**config.mk**
```make
export PLATFORM = sky130hd
export DESIGN_NAME = shifter_arbiter
export DESIGN_NICKNAME = d
export VERILOG_FILES = /design/src/rtl/shifter_arbiter.sv
export SDC_FILE = /design/constraint.sdc
export NUM_CORES = 1
export LEC_CHECK = 0
export CAP_MARGIN = 5
export CORE_MARGIN = 10
export CORE_UTILIZATION = 45
export CTS_BUF_LIST = sky130_fd_sc_hd__clkbuf_2 sky130_fd_sc_hd__clkbuf_4 sky130_fd_sc_hd__clkbuf_8
export CTS_CLUSTER_DIAMETER = 200
export DETAILED_ROUTE_END_ITERATION = 6
export PLACE_DENSITY = 0.84
export RECOVER_POWER = 25
export SLEW_MARGIN = 15
export SYNTH_ARGS = -nofsm -noshare
export SYNTH_HDL_FRONTEND = slang
export SYNTH_HIERARCHICAL = 1
export SYNTH_SLANG_ARGS = --single-unit
```
**constraint.sdc**
```tcl
create_clock -name clk -period 5.1 [get_ports clk]
set_input_delay 1.275 -clock clk [delete_from_list [all_inputs] [get_ports clk]]
set_output_delay 1.275 -clock clk [all_outputs]
set_load 0.01 [all_outputs]
```
**src/rtl/shifter_arbiter.sv**
```systemverilog
// Round-robin arbiter sharing one logical-left barrel shifter among NUM_REQ requesters.
// Result lands in a one-entry output register one edge after acceptance; full register with out_ready low stalls all requesters.

module barrel_shl #(
  parameter  int WIDTH = 32,
  localparam int SW    = $clog2(WIDTH)
) (
  input  logic [WIDTH-1:0] i_data,
  input  logic [SW-1:0]    i_shift,
  output logic [WIDTH-1:0] o_data
);
  logic [WIDTH-1:0] w_stage [SW+1];

  assign w_stage[0] = i_data;

  // Stage k shifts by 2^k when its amount bit is set.
  for (genvar k = 0; k < SW; k++) begin : g_stage
    assign w_stage[k+1] = i_shift[k] ? (w_stage[k] << (2**k)) : w_stage[k];
  end

  assign o_data = w_stage[SW];
endmodule

module shifter_arbiter #(
  parameter  int BIT_WIDTH  = 32,
  parameter  int NUM_REQ    = 4,
  localparam int LOG2_WIDTH = $clog2(BIT_WIDTH),
  localparam int ID_W       = (NUM_REQ > 2) ? $clog2(NUM_REQ) : 1
) (
  input  logic                          clk,
  input  logic                          rst,
  input  logic [NUM_REQ-1:0]            req_valid,
  output logic [NUM_REQ-1:0]            req_ready,
  input  logic [NUM_REQ*BIT_WIDTH-1:0]  req_data,
  input  logic [NUM_REQ*LOG2_WIDTH-1:0] req_shift,
  output logic                          out_valid,
  input  logic                          out_ready,
  output logic [BIT_WIDTH-1:0]          out_data,
  output logic [ID_W-1:0]               out_id,
  output logic [15:0]                   grant_count
);
  logic [ID_W-1:0]       r_rr_ptr;
  logic                  r_vld;
  logic [BIT_WIDTH-1:0]  r_data;
  logic [ID_W-1:0]       r_id;
  logic [15:0]           r_cnt;

  logic                  w_can_accept;
  logic                  w_found;
  logic [ID_W-1:0]       w_win;
  logic [ID_W:0]         w_sum;
  logic                  w_xfer;
  logic [BIT_WIDTH-1:0]  w_opnd;
  logic [LOG2_WIDTH-1:0] w_amt;
  logic [BIT_WIDTH-1:0]  w_shifted;

  assign w_can_accept = !r_vld || out_ready;

  // Search from the pointer, wrapping modulo NUM_REQ; first valid wins.
  always_comb begin
    w_found = 1'b0;
    w_win   = '0;
    w_sum   = '0;
    for (int k = 0; k < NUM_REQ; k++) begin
      w_sum = {1'b0, r_rr_ptr} + (ID_W+1)'(k);
      if (w_sum >= (ID_W+1)'(NUM_REQ)) w_sum = w_sum - (ID_W+1)'(NUM_REQ);
      if (!w_found && req_valid[w_sum[ID_W-1:0]]) begin
        w_found = 1'b1;
        w_win   = w_sum[ID_W-1:0];
      end
    end
  end

  assign w_xfer = w_found && w_can_accept;

  always_comb begin
    req_ready = '0;
    for (int i = 0; i < NUM_REQ; i++) begin
      if (w_xfer && !rst && w_win == ID_W'(i)) req_ready[i] = 1'b1;
    end
  end

  always_comb begin
    w_opnd = '0;
    w_amt  = '0;
    for (int i = 0; i < NUM_REQ; i++) begin
      if (w_win == ID_W'(i)) begin
        w_opnd = req_data[i*BIT_WIDTH +: BIT_WIDTH];
        w_amt  = req_shift[i*LOG2_WIDTH +: LOG2_WIDTH];
      end
    end
  end

  barrel_shl #(.WIDTH(BIT_WIDTH)) u_shl (
    .i_data  (w_opnd),
    .i_shift (w_amt),
    .o_data  (w_shifted)
  );

  always_ff @(posedge clk or posedge rst) begin
    if (rst) begin
      r_rr_ptr <= '0;
      r_vld    <= 1'b0;
      r_data   <= '0;
      r_id     <= '0;
      r_cnt    <= '0;
    end else if (w_xfer) begin
      r_vld    <= 1'b1;
      r_data   <= w_shifted;
      r_id     <= w_win;
      r_rr_ptr <= (w_win == ID_W'(NUM_REQ-1)) ? '0 : w_win + ID_W'(1);
      r_cnt    <= r_cnt + 16'd1;
    end else if (out_ready) begin
      r_vld    <= 1'b0;
    end
  end

  assign out_valid   = r_vld;
  assign out_data    = r_data;
  assign out_id      = r_id;
  assign grant_count = r_cnt;
endmodule

```
[Yosys cells after proc, flatten, opt, wreduce, memory -nomap -nowiden]
Cells that the tools add are included.
Word-level totals
  bits in registers: 53
  output and inout bits: 55
  logic and storage cells: 82
Operators by class
  add/sub/neg operators: 9
  equality and inequality tests: 3
  multiplexer cells: 40
  reduce and logical (&&, ||, !) cells: 17
  order comparisons: 8
Operators by type and width (count)
  two-way mux 32 bit: 9
  two-way mux 5 bit: 4
  two-way mux 2 bit: 9
  adder 16 x 1 -> 16 bit (second input constant): 1
  two-way mux 1 bit: 14
  < comparator 2 x 3 -> 1 bit (second input constant): 4
  >= comparator 3 bit (second input constant): 3
  logical AND 1 bit: 9
  binary-select mux 1 bit (select 2 bit): 4
  subtractor 2 x 1 -> 2 bit (second input constant): 4
  adder 2 x 2 -> 3 bit (second input constant): 2
  zero test 1 bit: 5
  equality test 2 bit (second input constant): 2
  adder 2 x 1 -> 3 bit (second input constant): 1
  >= comparator 2 x 3 -> 1 bit (second input constant): 1
  adder 2 x 1 -> 2 bit (second input constant): 1
  equality test 2 x 1 -> 1 bit (second input constant): 1
  zero test 2 bit: 1
  nonzero test 2 bit: 1
  logical OR 1 bit: 1

[Depth between registers and ports, before layout]
  depth in word-level cells: 24
  gate-level depth with buffers: 17
  mapped depth without buffers: 14

[By module]
Netlist, hierarchy kept.
By module, submodules not included
  shifter_arbiter: instances 1, sequential area each 1326.3 µm², cells each 339, area each 3310.7 µm²
  barrel_shl: instances 1, sequential area each 0.0 µm², cells each 183, area each 1774.2 µm²

[Worst setup path before layout]
Ideal clock, no wire load.
  kind: input port to flip-flop
  start point: in req_valid[0]
  end point: reg r_data[26] (netlist: out_data[26])
  path slack: 0.428 ns
  stages: 14
  data required time: 4.975 ns
  arrival time: 4.547 ns
  cell sequence: a21oi_1 > nor3b_1 > nor3_1 > ha_1 > clkbuf_1 > clkbuf_1 > a221oi_1 > o31ai_1 > buf_6 > buf_4 > mux4_2 > a221o_1 > a221o_1 > mux2_2
On the way
  word-level cells in the longest chain between the ends: 22
  elaborated cells between the ends (all ways): 40
  those cells by class: eq/ne: 3; mux: 29; reduce/logical: 8
RTL lines
  from (decl): line 32  | input logic [NUM_REQ-1:0] req_valid,
  binary-select mux 1 bit (select 2 bit): line 67  | if (!w_found && req_valid[w_sum[ID_W-1:0]]) begin
  two-way mux 1 bit (not written as such): line 67
  two-way mux 1 bit: line 67
  zero test 1 bit: line 67
  logical AND 1 bit: line 67
  two-way mux 1 bit: line 67
  zero test 1 bit: line 67
  logical AND 1 bit: line 67
  [3 not listed]
  two-way mux 2 bit (*): line 67
  net w_win[1]: line 50  | logic [ID_W-1:0] w_win;
  zero test 2 bit: line 87  | if (w_win == ID_W'(i)) begin
  two-way mux 5 bit (3 in a row): line 87
  two-way mux 5 bit (*): line 87
  net w_amt[0]: line 54  | logic [LOG2_WIDTH-1:0] w_amt;
  two-way mux 32 bit (*) (5 in a row): line 18  | assign w_stage[k+1] = i_shift[k] ? (w_stage[k] << (2**k)) : w_stage[k];
  net w_shifted[26]: line 55  | logic [BIT_WIDTH-1:0] w_shifted;
  to (signal assigned): line 109  | r_data <= w_shifted;
  to (decl): line 44  | logic [BIT_WIDTH-1:0] r_data;
The timed path passes the listed nets; every way through them passes the cells marked *. The select of a mux whose other input is x is not followed.
A chain may end at the register's enable or synchronous reset.

[Final worst setup path]
  start point: in req_valid[1]
  end point: reg r_data[18] (netlist: out_data[18])
On the way
  elaborated cells between the ends (all ways): 40
  those cells by class: eq/ne: 3; mux: 29; reduce/logical: 8
RTL lines (line)
  binary-select mux 1 bit (select 2 bit): 67
  two-way mux 1 bit (not written as such): 67
  two-way mux 1 bit: 67
  zero test 1 bit: 67
  logical AND 1 bit: 67
  two-way mux 1 bit: 67
  zero test 1 bit: 67
  logical AND 1 bit: 67
  [3 not listed]
  two-way mux 2 bit (*): 67
  net w_win[0]: 50
  zero test 2 bit: 87
  two-way mux 5 bit (3 in a row): 87
  two-way mux 5 bit (*): 87
  net w_amt[2]: 54
  two-way mux 32 bit (*) (3 in a row): 18
  net w_shifted[18]: 55
Marks and branches as above.

==> reports/results.txt <==
Outcome: finished with violations
Failing checks: capacitance limit, slew limit
Largest net degree at the start of global routing: 61
Die Y-Extent: 126 um
Worst-path maximum fanout: 25
Num Clock Sinks: 53
Relative slew margins: -54.0%
R2R Setup Slk: 1.19 ns
Die width: 126 um
Antenna-violating nets left: 0
Hold crit path type: register to register
Worst setup endpoint: out_data[18]
CP bufs+invs: 6
Fin nets: 940
Most frequent CP cell: buf_4
Initial antenna violation count: 0
Crit Path Class: input port to register
Crit. Startpoint: req_valid[1]
Yosys reg bits: 53
Area Growth Syn to Fin: 59.2%
Setup-failing EPs final: 0
Cell Area, Synth: 5080 sq um
Clk buf depth: 2
Dominant synthesized flop cell: dfrtp_1
Post-DP HPWL: 16400 um
Clk_lat worst skew: 0.32 ns
Mapped Nets: 682
Critical-path top delay cell: clkdlybuf4s50_1
Max Transition Viols Final: 44
Post-CTS Hold Buffers: 0
Mapped Avg Cell Area: 9.74 sq um
Post-route cell area: 8100 sq um
CP startpoint kind: input port
Row cnt: 38
DRC errors left: 0
DP Cell Count: 907
Gr ovfl total: 0
YS warnings: 6
Ratio of final minimum period to clock period: 96.1%
Max Cap Viol: 1
Total track usage: 23.5%
FF-to-FF path depth: 14
Sequential share of power: 12.9%
RR Endpoint: out_data[30]
Via count: 5546
Yosys cell types: 52
Fin cells: 921
Mean number of vias per cell: 6.02
Clock share of power: 4.6%
Synth top area cells: dfrtp_1 26%, mux4_2 11%, mux2_1 6.9%
Pwr Density: 665 nW/um^2
CTS tree: built
Die Area: 16000 sq um
Register area share after synthesis: 26.1%
Crit path largest cell delay: 0.53 ns
Asr flop ratio synth: 100%
H-tree levels: 2
Total core area: 10900 sq um
Leading cell type in the layout, fill and taps excluded: clkdlybuf4s50_1
Worst-path cell chain: clkdlybuf4s50_1 > nand2b_1 > a21oi_1 > a211oi_1 > buf_4 > ha_2 > buf_4 > buf_4 > a221oi_1 > o31ai_2 > buf_4 > buf_4 > mux2_2 > a32oi_1 > o21ai_0 > mux2_1
Mapped Cells: 522
Max rail drop VDD: 313 uV
RR Startpoint: r_rr_ptr[0]
Fmax: 204 MHz
Final hold vios: 0
Minimum clock period after layout: 4.90 ns
Layout cells sized above 1: 21.6%
Power Total: 5.39 mW
# IOs: 210
Routability congestion estimate: 0.969
Clk root buf: clkbuf_8
Switching share of power: 44.9%
# diodes: 0
Max Clock Skew: 0.00477 ns
NetSw: 2.42 mW
Crit-path leading delay family: buffers and inverters
Worst Tran Pin Value: 2.31 ns
Leak: 3.23 nW
Critical Path End Type: register
CTS clk-pin slew, worst paths: 0.10 ns
EDFF count, synth: 0
Stages on worst setup path: 16
CTS Buf Count: 5
Drt wl/cell: 21.6 um
Port bufs: 209
Most frequent cells in the layout: 208 x clkdlybuf4s50_1, 84 x buf_4, 61 x nand2_1
Internal power: 2.97 mW
Post-synth top area share: 26.1%
DP Area: 7850 sq um
CP Data Arrival Time: 5.11 ns
CP required: 5.31 ns
Biggest area consumer among synthesized cells: dfrtp_1
Routed wire length: 19900 um
RSZ-0062 raised after global routing: true
Gate power share: 82.5%
Initial Util: 46.5%
First-pass GRT wire length: 31300 um
Number of global-route vias before repair: 5763
Initial drt markers: 321
Drt first pass iters: 4
cells in the mapped netlist (6+ instances only):
master    count
a211oi_1      9
a21oi_1      11
a221oi_1     37
a22oi_1       7
and3_1        9
buf_2         6
clkbuf_1     30
dfrtp_1      53
inv_1        10
mux2_1       31
mux2_2       19
mux2i_1      10
mux4_1        9
mux4_2       24
nand2_1      61
nand3_1      10
nand4_1       6
nor2_1       23
nor2b_1      40
o21ai_0      10
o31ai_1      36
xnor2_1      12
logic make-up after synthesis:
family,count (synthesis),synth area share (%)
compound gates,128,18.8
xor+xnor,15,2.58
fa+ha+maj,5,1.23
buf+inv,60,5.91
flops,53,26.1
mux,93,28.3
simple gates,168,17.0
registers in the layout, indices dropped and copies added, names as in the netlist:
| register | count |
|---|---|
| out_id | 2 |
| grant_count | 16 |
| r_rr_ptr | 2 |
| out_valid | 1 |
| out_data | 32 |
worst min-delay path by stage:
stage                      end  slack, ns            start  cells past startpoint
2_1_floorplan  grant_count[15]       0.51  grant_count[15]                      1
3_3_place_gp   grant_count[15]       0.46  grant_count[15]                      1
3_5_place_dp   grant_count[15]       0.47  grant_count[15]                      1
4_1_cts        grant_count[15]       0.49  grant_count[15]                      1
5_1_grt        grant_count[15]       0.50  grant_count[15]                      1
6_report       grant_count[15]       0.48  grant_count[15]                      1
power by group through the flow:
stage	registers, mW	clock network [mW]	logic [mW]
2_1_floorplan	0.740	0	2.47
3_3_place_gp	0.694	0	4.17
3_5_place_dp	0.703	0	4.23
4_1_cts	0.696	0.254	4.24
5_1_grt	0.716	0.268	4.75
6_report	0.694	0.250	4.44
routing by layer:
metal	global-route usage, %	up-vias	share of wire [%]
li1	-	2542	-
met3	7.29	31	9.5
met5	0	-	0
met4	5.83	0	2.0
met1	27.9	2696	39
met2	40.5	277	49
area by class of cell:
type / instances / area (sq um)
fillers: 805 / 2840
well taps: 140 / 175
flip-flops and latches: 53 / 1330
clock inverters: 3 / 25.0
multi-input cells: 409 / 3600
repair buffers: 300 / 2860
clock buffers: 5 / 68.8
inverters: 11 / 41.3
worst reg2reg max path, delay by kind of cell (launching register included):
family	cells	cell delay, ns
AO/OA/AOI/OAI	5	1.19
adder cells (fa/ha/maj)	1	0.38
buffers and inverters	3	0.50
flip-flops	1	0.43
multiplexers	4	1.20
AND/OR/NAND/NOR	1	0.18
metrics by stage:
| step | hold slack, ns | setup slack, ns | TNS [ns] | utilization (%) |
|---|---|---|---|---|
| finish | 0.477 | 0.200 | 0 | 74.0 |
| global route | 0.499 | -0.0126 | -0.0197 | 74.0 |
| CTS | 0.486 | 0.0133 | 0 | 72.6 |
| detailed placement | 0.471 | -0.378 | -4.32 | 71.7 |
| global placement | 0.460 | -0.232 | -1.71 | 71.7 |
| floorplan | 0.507 | 0.428 | 0 | - |
what timing repair did:
action	4_1_cts	5_1_grt
endpoints found under the hold margin	0	0
endpoints found under the setup margin	1	24
gates resized for setup	0	16
gates cloned	0	2
pin swaps	1	2
setup buffers	0	4
(Power assumes the default switching activity.)
==> RTL edit (same settings) <==
Set the parameter `NUM_REQ` to 8 (it was 4).
--- a/src/rtl/shifter_arbiter.sv
+++ b/src/rtl/shifter_arbiter.sv
@@ -24,5 +24,5 @@
 module shifter_arbiter #(
   parameter  int BIT_WIDTH  = 32,
-  parameter  int NUM_REQ    = 4,
+  parameter  int NUM_REQ    = 8,
   localparam int LOG2_WIDTH = $clog2(BIT_WIDTH),
   localparam int ID_W       = (NUM_REQ > 2) ? $clog2(NUM_REQ) : 1
Ports: changed (5 resized); port bits go from 210 to 367. No check against the original RTL was run, so the function may have changed too.
==> RTL edit against the unedited design <==
The run ends with design-rule violations, max-capacitance violations, max-slew violations, negative setup slack left. Wire length increased by 130%. Sequential cell count increased by 2. Area after synthesis increased by 39%. Synthesized cell count increased by 59%. Design area increased by 69%. Setup slack got worse by 1.3 ns. Critical path depth increased by 11. Highest routed layer unchanged.
Power is left out: the tool's default activity adds up to more than one toggle a clock period on the data nets, which glitch-free logic cannot reach.
==> RTL edit: results <==
{
  "groute.usage.overall": 0.361,
  "synth_seq_area_share": 0.194,
  "non_filler_cells_final": 1579,
  "max_cap_viol_count": 1,
  "worst_r2r_path_depth": 29,
  "cts.reportedPaths.clkPinSlew_ns": 0.12,
  "post_drt_via_cell_ratio": 6.72,
  "status": "finished, violations left",
  "timing.final.max_slew_violations": 56,
  "regToRegSetupSlack_ns": -0.95,
  "timing.final.setup_violations": 40,
  "wl_per_cell_um": 29.1,
  "worst_path_dominant_cell_family": "compound AO/OA/AOI/OAI gates",
  "yosys_cell_types": 71,
  "worst_slew_pin_slew_ns": 2.99,
  "placement.setup.worst_slack_ns": -1.60,
  "worst_ep_arrival_time_ns": 6.41,
  "post_synthesis_cells": 832,
  "regToRegStartpoint": "r_rr_ptr[1]",
  "layout-drive-gt1-share": 0.339,
  "worst_clock_skew_ns": 0.0177,
  "grt_pass1_wl_um": 61500,
  "fin_ws_ns": -1.10,
  "failing_checks": "design-rule violations, max-capacitance violations, max-slew violations, negative setup slack",
  "drc": 6
}
## RTL edit: kinds of logic (layout without fill, tap and decap cells)
logic type	Yosys count	count (layout)	synth area share
AND/OR/NAND/NOR	271	271	0.168
AO/OA/AOI/OAI	265	265	0.266
multiplexers	120	120	0.267
buffers and inverters	94	628	0.0668
flip-flops	55	55	0.194
XOR/XNOR	18	18	0.0223
adder cells (fa/ha/maj)	9	9	0.0159
other	0	2	0
## RTL edit: layout make-up
cell class / count / area, um^2
antenna: 2 / 5.00
sequential: 55 / 1380
inverter: 15 / 65.1
timing repair buffer: 605 / 5990
multi-input combinational: 683 / 5860
clock buffer: 5 / 68.8
clock inverter: 3 / 27.5
tap: 211 / 264
fill: 730 / 1670
## RTL edit: routing by layer
layer  wire length [um]  global-route usage
met2              22700               0.667
met1              14500               0.400
met4               3260               0.110
met5                  0                   0
met3               5380              0.0841
## RTL edit: how the worst max path moves through the flow
stage	cells past startpoint	end	slack (ns)	start
6_report	27	out_data[31]	-1.10	req_valid[3]
3_5_place_dp	23	out_data[26]	-1.60	req_valid[2]
5_1_grt	25	out_data[30]	-1.41	req_valid[7]
2_1_floorplan	19	out_data[26]	-0.65	req_valid[1]
4_1_cts	22	out_data[26]	-0.70	req_valid[3]
3_3_place_gp	20	out_data[31]	-1.54	req_valid[7]
## RTL edit: repair_timing
item / in CTS / in global routing
cloned: 5 / 1
gates resized for setup: 203 / 99
pin swaps: 50 / 46
setup endpoints to repair: 40 / 40
buffers inserted: 46 / 37
## RTL edit: through the flow
stage	utilization	hold WS (ns)
after floorplan	-	0.508
after global placement	0.792	0.459
after detailed placement	0.792	0.474
after CTS	0.859	0.490
after global routing	0.891	0.516
final	0.891	0.484
